**src/rtl/recur_acc_engine_pkg.sv**
```systemverilog
// Shared definitions for the recurrence accumulator engine.
// Saturating arithmetic is selected at build time with RECUR_ACC_SATURATE_EN.
package recur_acc_engine_pkg;

    localparam logic [1:0] ST_IDLE = 2'd0;
    localparam logic [1:0] ST_RUN  = 2'd1;
    localparam logic [1:0] ST_DONE = 2'd2;

    typedef enum logic [1:0] {
        IDLE = ST_IDLE,
        RUN  = ST_RUN,
        DONE = ST_DONE
    } state_e;

    localparam string SAT_MACRO = "RECUR_ACC_SATURATE_EN";

endpackage

```
**src/rtl/recur_acc_step.sv**
```systemverilog
// One recurrence step: next acc, next y and the step's overflow indication.
// With RECUR_ACC_SATURATE_EN defined, results clamp to 2^W-1; otherwise they wrap and ovf is 0.
module recur_acc_step #(
    parameter int W     = 32,
    parameter int SHIFT = 1
) (
    input  logic [W-1:0] acc_i,
    input  logic [W-1:0] y_i,
    input  logic [W-1:0] x_i,
    input  logic         first_i,
    output logic [W-1:0] acc_o,
    output logic [W-1:0] y_o,
    output logic         ovf_o
);

`ifdef RECUR_ACC_SATURATE_EN
    // Wide enough that neither the shift nor the two adds can lose bits.
    localparam int WW = W + SHIFT + 2;
    localparam logic [WW-1:0] MAXV = WW'({W{1'b1}});

    logic [WW-1:0] acc_w;
    logic [WW-1:0] y_w;
    logic          acc_of;
    logic          y_of;

    always_comb begin
        acc_w  = WW'(acc_i) + WW'(x_i);
        acc_of = (acc_w > MAXV);
        acc_o  = acc_of ? {W{1'b1}} : acc_w[W-1:0];
        y_w    = (WW'(y_i) << SHIFT) + WW'(acc_o) + WW'(first_i);
        y_of   = (y_w > MAXV);
        y_o    = y_of ? {W{1'b1}} : y_w[W-1:0];
        ovf_o  = acc_of | y_of;
    end
`else
    always_comb begin
        acc_o = acc_i + x_i;
        y_o   = (y_i << SHIFT) + acc_o + W'(first_i);
        ovf_o = 1'b0;
    end
`endif

endmodule

```
**src/rtl/recur_acc_engine.sv**
```systemverilog
// Programmable recurrence accumulator: y_k = (y_{k-1} << SHIFT) + acc_k + (k==1), one sample per step.
// Build option RECUR_ACC_SATURATE_EN enables clamping arithmetic and the sticky ovf flag.
module recur_acc_engine
    import recur_acc_engine_pkg::*;
#(
    parameter int W     = 32,
    parameter int CNT_W = 7,
    parameter int SHIFT = 1
) (
    input  logic             clk,
    input  logic             rst,
    input  logic             start,
    input  logic [CNT_W-1:0] n_iter,
    input  logic [W-1:0]     x,
    input  logic             x_valid,
    output logic             busy,
    output logic [W-1:0]     y,
    output logic             y_valid,
    input  logic             y_ready,
    output logic             ovf
);

    state_e           state_q;
    logic [W-1:0]     acc_q, y_q;
    logic [W-1:0]     acc_d, y_d;
    logic [CNT_W-1:0] cnt_q, n_lat_q;
    logic             ovf_q, busy_q, y_valid_q;
    logic             step_ovf;
    logic             first_step, last_step;

    assign first_step = (cnt_q == '0);
    // cnt_q < n_lat_q while running, so the increment cannot wrap.
    assign last_step  = ((cnt_q + CNT_W'(1)) == n_lat_q);

    recur_acc_step #(
        .W     (W),
        .SHIFT (SHIFT)
    ) u_step (
        .acc_i   (acc_q),
        .y_i     (y_q),
        .x_i     (x),
        .first_i (first_step),
        .acc_o   (acc_d),
        .y_o     (y_d),
        .ovf_o   (step_ovf)
    );

    always_ff @(posedge clk or negedge rst) begin
        if (!rst) begin
            state_q   <= IDLE;
            acc_q     <= '0;
            y_q       <= '0;
            cnt_q     <= '0;
            n_lat_q   <= '0;
            ovf_q     <= 1'b0;
            busy_q    <= 1'b0;
            y_valid_q <= 1'b0;
        end else begin
            case (state_q)
                IDLE: begin
                    if (start) begin
                        n_lat_q <= n_iter;
                        acc_q   <= '0;
                        y_q     <= '0;
                        cnt_q   <= '0;
                        ovf_q   <= 1'b0;
                        if (n_iter == '0) begin
                            state_q   <= DONE;
                            y_valid_q <= 1'b1;
                        end else begin
                            state_q <= RUN;
                            busy_q  <= 1'b1;
                        end
                    end
                end
                RUN: begin
                    if (x_valid) begin
                        acc_q <= acc_d;
                        y_q   <= y_d;
                        cnt_q <= cnt_q + CNT_W'(1);
                        ovf_q <= ovf_q | step_ovf;
                        if (last_step) begin
                            state_q   <= DONE;
                            busy_q    <= 1'b0;
                            y_valid_q <= 1'b1;
                        end
                    end
                end
                DONE: begin
                    if (y_ready) begin
                        state_q   <= IDLE;
                        y_valid_q <= 1'b0;
                    end
                end
                default: begin
                    state_q   <= IDLE;
                    busy_q    <= 1'b0;
                    y_valid_q <= 1'b0;
                end
            endcase
        end
    end

    assign busy    = busy_q;
    assign y       = y_q;
    assign y_valid = y_valid_q;
    assign ovf     = ovf_q;

endmodule
```
**config.mk**
```make
export PLATFORM = sky130hd
export DESIGN_NAME = recur_acc_engine
export DESIGN_NICKNAME = d
export VERILOG_FILES = /design/src/rtl/recur_acc_engine_pkg.sv /design/src/rtl/recur_acc_step.sv /design/src/rtl/recur_acc_engine.sv
export SDC_FILE = /design/constraint.sdc
export NUM_CORES = 1
export LEC_CHECK = 0
export ABC_CLOCK_PERIOD_IN_PS = 3850
export CAP_MARGIN = 5
export CELL_PAD_IN_SITES_DETAIL_PLACEMENT = 0
export CELL_PAD_IN_SITES_GLOBAL_PLACEMENT = 1
export CORE_UTILIZATION = 39
export CTS_CLUSTER_SIZE = 24
export DETAILED_ROUTE_END_ITERATION = 12
export PLACE_DENSITY = 0.85
export SYNTH_ARGS = -nofsm -noshare
export SYNTH_HDL_FRONTEND = slang
export SYNTH_SLANG_ARGS = --single-unit
```
**constraint.sdc**
```tcl
create_clock -name clk -period 3.85 [get_ports clk]
set_input_delay 0.5775 -clock clk [delete_from_list [all_inputs] [get_ports clk]]
set_output_delay 0.5775 -clock clk [all_outputs]
set_load 0.005 [all_outputs]
```
==> metrics.yaml <==
outcome:
  status: "finished with violations"
  violations: "setup timing"
floorplanning:
  start_util_pct: 40.2
  fp.dieArea_mm2: 0.0169
  rows: 46
  die_y_um: 130
  die_w_um: 130
  io_pins: 79
  coreArea_mm2: 0.0159
sta:
  min_period_ns: 4.02
  drv_slew: 0
  setup_ws_ns: -0.174
  fmax_mhz: 249
  tns_ns: -1.16
  hold_violations: 0
  rsz0062_at_grt: "yes"
  min_period_over_period_pct: 105
  relSlewSlack_pct: 37.4
  finalSetupViolations: 10
  tightestPinTransition_ns: 0.939
  clock_skew_ns: 0.00670
yosys:
  yosysWarnings: 0
  yosys.area.top_type: "dfrtp_1"
  synth_top_cells_by_area: "dfrtp_1, ha_1, xnor2_1"
  synth_cells: 710
  yosysSeqAreaShare_pct: 32.1
  synthFlopType: "dfrtp_1"
  syn_area_mm2: 0.00640
  ys_ff_latch: 82
  synth_top_area_share_pct: 32.1
  ys_types: 68
  syn_nets: 822
  synthArstFlopShare_pct: 100
  syn_area_per_cell_um2: 9.02
  synth_edf_count: 0
routing:
  vias: 6842
  detail_route.vias_per_cell: 5.58
  final_antenna_net_count: 0
  drt-wirelength-per-cell_um: 17.6
  drtPass1Iterations: 5
  totalWireLength_mm: 21.7
  drc_errors: 0
  drt_iter0_drc: 448
cells_and_area:
  syn_to_final_growth_pct: 60.6
  final_cell_count_no_fill: 1227
  final_nets: 1118
  drive_gt1_share_pct: 38.2
  antenna_cells: 0
clocking:
  cts_tree: "done"
  ctsRootBufferMaster: "clkbuf_16"
  htreeDepth: 3
  cts_buffer_depth: 2
  cts_hold_buf: 0
  clk_latency_ns: 0.35
  cts.sinks: 82
  cts_buffers: 9
  cts.clk_slew.worst_paths_ns: 0.06
place:
  pre_cts_slack_ns: -0.986
  io_buffer_count: 77
  placedCellCount: 1175
  place_congestion: 0.902
  dp_hpwl_mm: 14.2
worst_setup_path:
  crit_required_ns: 4.07
  reg2reg_slack_ns: -0.17
  path_cells: "ha_1, a21o_1, nand4_1, and3_4, buf_6, o31ai_4, a311o_1, xor2_2, ha_1, nand2_2, o21ai_2, a221o_1, a31oi_1, o41ai_2, a221oi_2, a21oi_2, nand4b_1, o211ai_1"
  crit_path_start_kind: "flop"
  crit_arrival_ns: 4.25
  cpMostUsedCell: "ha_1"
  end_kind: "flop"
  crit_fanout: 4
  critPathMaxStageDelay_ns: 0.42
  crit_type: "reg -> reg"
  cpMaxStageDelayCell: "a311o_1"
run:
  cap_violations: 0
worst_hold_path:
  hold_class: "in -> async"
grt:
  grt_pass1_vias: 6987
  grt_start_max_net_pins: 69
  grt_pass1_wl_mm: 33.1
  grt_usage_pct: 24.8
  antenna_found_initial: 0
  grt_overflow: 0
## layer usage
layer	routed length (µm)	global-route usage, %	vias to the layer above
met5	0	0	-
met4	678	9.17	0
met3	926	3.40	57
met2	10900	43.0	198
met1	9180	31.3	3352
li1	-	-	3235
## kinds of logic after synthesis
group / count (synthesis) / share of synthesized area, %
compound gates: 268 / 28.3
simple gates: 173 / 12.6
flops: 82 / 32.1
fa+ha+maj: 68 / 13.5
xor+xnor: 66 / 9.24
buf+inv: 43 / 2.64
mux: 9 / 1.54
other cells: 1 / 0.0586
## final cells by class
cell class / count / area, µm²
well taps: 216 / 270
clock buffers: 11 / 243
multi-input cells: 585 / 5050
repair buffers: 310 / 2520
inverters: 18 / 67.6
fillers: 1240 / 5660
clock inverters: 5 / 77.6
flip-flops and latches: 82 / 2050
## final timing paths
| path | start | end | cells after the start |
|---|---|---|---|
| worst max-delay path | acc_q[1] | y[30] | 18 |
| worst min-delay path | rst | n_lat_q[4] | 1 |
| worst max register to register | acc_q[1] | y[30] | 18 |
| max in group asynchronous | rst | y[3] | 2 |
| min in group clk | acc_q[27] | acc_q[27] | 1 |
| worst min register to register | acc_q[27] | acc_q[27] | 1 |
## cell usage in the layout (no fill, tap or decap), types with 8 or more instances in the layout
master           Yosys  layout
nor2_1              35      32
xnor2_1             39      32
nand3_1             19      17
dfrtp_1             82      82
a22o_1              33      33
inv_1               18      18
ha_1                66      46
o21ai_2              0      15
o21bai_1            10       9
xor2_1              26      23
clkbuf_16            0       9
a21oi_1             54      25
o21ai_0             59      42
buf_4                1     227
clkdlybuf4s50_1      0      63
o21ai_1             10      11
a21oi_2              0      21
dlygate4sd2_1        0      11
a21oi_4              0       8
nand2_1             68      61
ha_4                 0      19
a21o_1              37      37
## state kept, by name (all words and copies together), names as in the netlist
name     cells
busy         1
acc_q       32
state_q      2
cnt_q        7
n_lat_q      7
y_valid      1
y           32
## through the flow
step	instance area [µm²]	hold WS [ns]	utilization (%)
after floorplan	6590	0.282	-
after global placement	9000	0.485	56.5
after detailed placement	9000	0.491	56.5
after CTS	9940	0.408	62.4
after global routing	10300	0.461	64.5
final	10300	0.383	64.5
## Yosys cell counts, types with 3 or more instances
library cell and number:
nand3_1 19, o2111ai_1 3, inv_1 18, ha_1 66, a22o_1 33, o21ai_0 59
nor2_1 35, a21oi_1 54, nor3_1 10, nand3b_1 3, nand2_1 68, a31oi_1 9
xor2_1 26, nor2b_1 3, a2111oi_0 3, xnor2_1 39, nand2b_1 7, mux2_2 7
dfrtp_1 82, clkbuf_1 19, o21ai_1 10, o211ai_1 3, a21o_1 37, o21a_1 7
and2_1 4, o21bai_1 10, nand4_1 7, and3_1 6, a211oi_1 7, buf_2 3
o31ai_1 4
## critical path: cells and delay by family (launching register included)
kind	cells	cell delay, ns
buf+inv	1	0.11
flops	1	0.39
fa+ha+maj	2	0.63
compound gates	10	1.95
simple gates	4	0.51
xor+xnor	1	0.29
## repair_timing
item	CTS	global route
resized for setup	92	55
buffers inserted	27	10
hold endpoints to repair	0	0
cloned	0	0
endpoints found under the setup margin	20	19
pin swaps	80	60
Power is not shown: default switching activity piles up to over one toggle a cycle in this logic, so the estimate is an artifact.
